`src/rtl/one_hot_to_bin_dec.sv`:
```
// Registered one-hot to binary decoder with valid/ready handshake on both sides.
// Illegal codes (zero-hot or multi-hot) are flagged per result and tallied in a saturating counter.
module one_hot_to_bin_dec #(
  parameter int ONE_HOT_W = 16,
  parameter int BIN_W     = 4,
  parameter int ERR_CNT_W = 8
) (
  input  logic                 clk,
  input  logic                 rst_n,
  input  logic                 in_valid,
  output logic                 in_ready,
  input  logic [ONE_HOT_W-1:0] one_hot_in,
  output logic                 out_valid,
  input  logic                 out_ready,
  output logic [BIN_W-1:0]     bin_out,
  output logic                 err_out,
  output logic [ERR_CNT_W-1:0] err_cnt,
  input  logic                 clr_err
);

  localparam logic [ERR_CNT_W-1:0] CNT_MAX = '1;

  logic                 out_valid_q, out_valid_d;
  logic [BIN_W-1:0]     bin_q, bin_d;
  logic                 err_q, err_d;
  logic [ERR_CNT_W-1:0] cnt_q, cnt_d;

  logic                 accept;
  logic                 retire;
  logic [BIN_W-1:0]     dec_idx;
  logic                 any_hot;
  logic                 multi_hot;
  logic                 illegal;
  logic [ERR_CNT_W-1:0] cnt_base;

  // The single output register frees itself whenever the consumer takes the result.
  assign in_ready = !out_valid_q || out_ready;
  assign accept   = in_valid && in_ready;
  assign retire   = out_valid_q && out_ready;

  // Lowest set bit wins, which is what a multi-hot code must report.
  always_comb begin
    // NOTE: every combinational output gets a default first so no path leaves it unassigned (no latch).
    dec_idx = '0;
    any_hot = 1'b0;
    for (int i = 0; i < ONE_HOT_W; i++) begin
      if (!any_hot && one_hot_in[i]) begin
        dec_idx = BIN_W'(i);
        any_hot = 1'b1;
      end
    end
  end

  // Clearing the lowest set bit leaves something behind only if two or more were set.
  assign multi_hot = |(one_hot_in & (one_hot_in - ONE_HOT_W'(1)));
  assign illegal   = !any_hot || multi_hot;

  always_comb begin
    out_valid_d = out_valid_q;
    bin_d       = bin_q;
    err_d       = err_q;
    if (accept) begin
      out_valid_d = 1'b1;
      bin_d       = dec_idx;
      err_d       = illegal;
    end else if (retire) begin
      out_valid_d = 1'b0;
    end
  end

  // Clear takes effect first, so a same-cycle illegal code lands on a count of one.
  always_comb begin
    cnt_base = clr_err ? '0 : cnt_q;
    cnt_d    = cnt_base;
    if (accept && illegal && (cnt_base != CNT_MAX)) begin
      cnt_d = cnt_base + ERR_CNT_W'(1);
    end
  end

  always_ff @(posedge clk or negedge rst_n) begin
    if (!rst_n) begin
      out_valid_q <= 1'b0;
      bin_q       <= '0;
      err_q       <= 1'b0;
      cnt_q       <= '0;
    end else begin
      // NOTE: sequential state uses non-blocking assignments so every register samples pre-edge values.
      out_valid_q <= out_valid_d;
      bin_q       <= bin_d;
      err_q       <= err_d;
      cnt_q       <= cnt_d;
    end
  end

  assign out_valid = out_valid_q;
  assign bin_out   = bin_q;
  assign err_out   = err_q;
  assign err_cnt   = cnt_q;

endmodule
```
`config.mk`:
```
export PLATFORM = sky130hd
export DESIGN_NAME = one_hot_to_bin_dec
export DESIGN_NICKNAME = d
export VERILOG_FILES = /design/src/rtl/one_hot_to_bin_dec.sv
export SDC_FILE = /design/constraint.sdc
export NUM_CORES = 1
export LEC_CHECK = 0
export ABC_AREA = 1
export CAP_MARGIN = 30
export CORE_UTILIZATION = 30
export CTS_BUF_LIST = sky130_fd_sc_hd__clkbuf_4 sky130_fd_sc_hd__clkbuf_8
export DETAILED_ROUTE_END_ITERATION = 10
export DONT_BUFFER_PORTS = 1
export GPL_TIMING_DRIVEN = 0
export SKIP_CTS_REPAIR_TIMING = 1
export SYNTH_ARGS = -nofsm -noshare
export SYNTH_HDL_FRONTEND = slang
export SYNTH_SLANG_ARGS = --single-unit
```
`constraint.sdc`:
```
create_clock -name clk -period 3.6 [get_ports clk]
set_clock_uncertainty 0.2 [all_clocks]
set_input_delay 0.36 -clock clk [delete_from_list [all_inputs] [get_ports clk]]
set_output_delay 0.36 -clock clk [all_outputs]
set_load 0.05 [all_outputs]
```
==> metrics.txt <==
utilization after layout 35.4%; Met2 Routed Length between 1 and 1.5 mm; Power Total 435 uW; drt total wl around 2.6 mm; Cell Area, Synth between 1000 and 1500 um^2; EDFF count, synth 0; leading post-synthesis cells by cell area dfrtp_1 29%, nand2_1 18%, nor2_1 8.7%; placed insts between 200 and 250; RSZ-0062 raised after global routing no; Synth Area per Inst approximately 6.5 um^2; Syn Nets between 200 and 250; HP Class input pin to flip-flop; XOR/XNOR share of the synthesized area under 10%; max_slew headroom 57.9%; largest net degree at the start of global routing 15; post-synthesis sequential area ratio approximately 29%; CTS tree done; Storage cell area roughly 350 um^2; min Tclk post-route approximately 2.5 ns; Worst Setup Slack, final 1.07 ns; Worst VDD drop just over 0.00008 V; Post-Synth Adder-Cell Area slightly above 1%; CP endpoint kind flip-flop; Routed Antenna Nets 0; DP Area about 1300 um^2; hpwl dp between 2 and 2.5 mm; routed vias between 1000 and 1500; row cnt 22; Total Neg Setup Slack 0 ns; Core ar. 3770 um^2; layout cells sized above 1 a little under an eighth; 1st-iter DRT viols slightly above 70; met3 wire length approximately 190 um; nets 214; initial core utilization approximately 32%; Top Layer Used met3; final setup vio count 0; I/O pins 36; router iterations before antenna repair 4; Cell Pwr Density between 300 and 400 nW/um^2; critical path launch point err_cnt[0]; first-pass GRT wire length 4.36 mm; post-synthesis mux area share 0%; Yosys warnings 0; Worst Path Max Fanout 9; vias per cell around 4.7; die area around 4300 um^2; Port Buffers 0; Crit Path Class flip-flop to flip-flop; FF+latch count, synth 14; height of the die 65.5 um; Synth Area in Compound Gates under 10%; commonest non-fill, non-tap cell in the layout nand2_1; largest family of logic cells by synthesized area simple AND/OR/NAND/NOR gates; Clock Sinks 14; area share of and/or/nand/nor cells after synthesis just under 50%; Synth area leader dfrtp_1; Synth async-reset ratio between 90% and 100%; post-route insts no fill roughly 240; Max Slew Vio Count 0; status finished clean; Worst EP arrival approximately 2.5 ns; maximum clock rate slightly below 400 MHz; GRT overflow 0; width of the die between 60 and 70 um; Pleak between 0.6 and 0.7 nW; Max Cap Viol 0; Hold WS ~0.08 ns; Main synth FF type dfrtp_1; Final Cell Area 1340 um^2; clock slew seen by the registers of the worst setup and hold paths approximately 0.06 ns; Fillers approximately 410; slew at the pin closest to its max-slew limit 0.630 ns; post-synth top area share 29.0%; routability cong. ~0.81; reg-to-reg startpoint err_cnt[0]; clk buf depth 2; Clk Latency, worst-skew pair ~0.24 ns; number of global-route vias before repair roughly 1000; Setup Slack @ Placement 1.06 ns; WL per Instance about 11 um; # DRC 0; WP data required roughly 3.6 ns; period utilization 70.2%; Met1 Wirelength about 1.3 mm; ANT cells 0; Critical Path Source Type flip-flop; Yosys cell types 27; clock buffer count from CTS 3; initial antenna violation count 0; multi-input logic area 762 um^2; H-tree depth 1; area grow syn2layout 10.3%; min-delay src in_valid; total track usage between 10 and 15%; Final Hold Violating Endpoints 0; Post-Syn Instances between 150 and 200; CTS Root Cell clkbuf_8; most frequent cells in the layout 58 x nand2_1, 28 x nor2_1, 23 x inv_1, 14 x dfrtp_1, 11 x nand4_1
==> logic make-up after synthesis <==
logic type / after synthesis
AOI/OAI and AO/OA: 16
xor gates and xnor gates: 6
adders and majority gates: 1
buffers and inverters: 26
DFF: 14
and+or+nand+nor: 123
==> where the power goes <==
| part | leakage, nW | switching (mW) | internal (mW) |
|---|---|---|---|
| sequential | 0.180 | 0.0519 | 0.169 |
| clock | 0.0288 | 0.0550 | 0.0968 |
| combinational | 0.444 | 0.0409 | 0.0217 |
| total | 0.652 | 0.148 | 0.287 |
==> metal layers <==
layer,vias to the layer above,GRT usage [%]
li1,605,-
met4,0,2.45
met1,499,17.0
met2,26,20.4
met3,0,4.17
met5,-,0
==> final timing paths <==
path	cells after the start	endpoint	slack [ns]
worst max-delay path	9	err_cnt[5]	1.07
worst min-delay path	2	out_valid	0.08
worst max register to register	9	err_cnt[5]	1.07
worst min register to register	2	err_out	0.58
max in group asynchronous	1	bin_out[1]	2.42
min in group asynchronous	1	err_cnt[3]	0.37
==> cell type report <==
class	instances	area share, %
Timing Repair Buffer	1	0.750
Clock buffer	4	4.12
Tap cell	48	4.50
Sequential cell	14	26.2
Buffer	1	0.281
Multi-Input combinational cell	146	57.1
Inverter	25	7.03
==> cell usage after synthesis, drive strengths merged, types with 2 or more instances <==
cell and n:
a21oi 4, dfrtp 14, inv 25, nand2 62, nand3 6, nand4 13
nor2 37, nor3 3, o21ai 7, o22a 2, xnor2 2, xor2 4
==> state kept, by name, summed over array words and instances, names as in the netlist <==
signal	flops
out_valid	1
err_cnt	8
err_out	1
bin_out	4
==> critical path, stage by stage (launching register included) <==
cell and delay [ns]:
dfrtp_1 0.63, inv_1 0.12, nor2_1 0.18, ha_1 0.18, inv_1 0.06, nor3_1 0.37
nand4_2 0.35, nand3_4 0.26, nand2_1 0.07, nand2_1 0.06
Note: power is estimated with default switching activity, not from simulation.
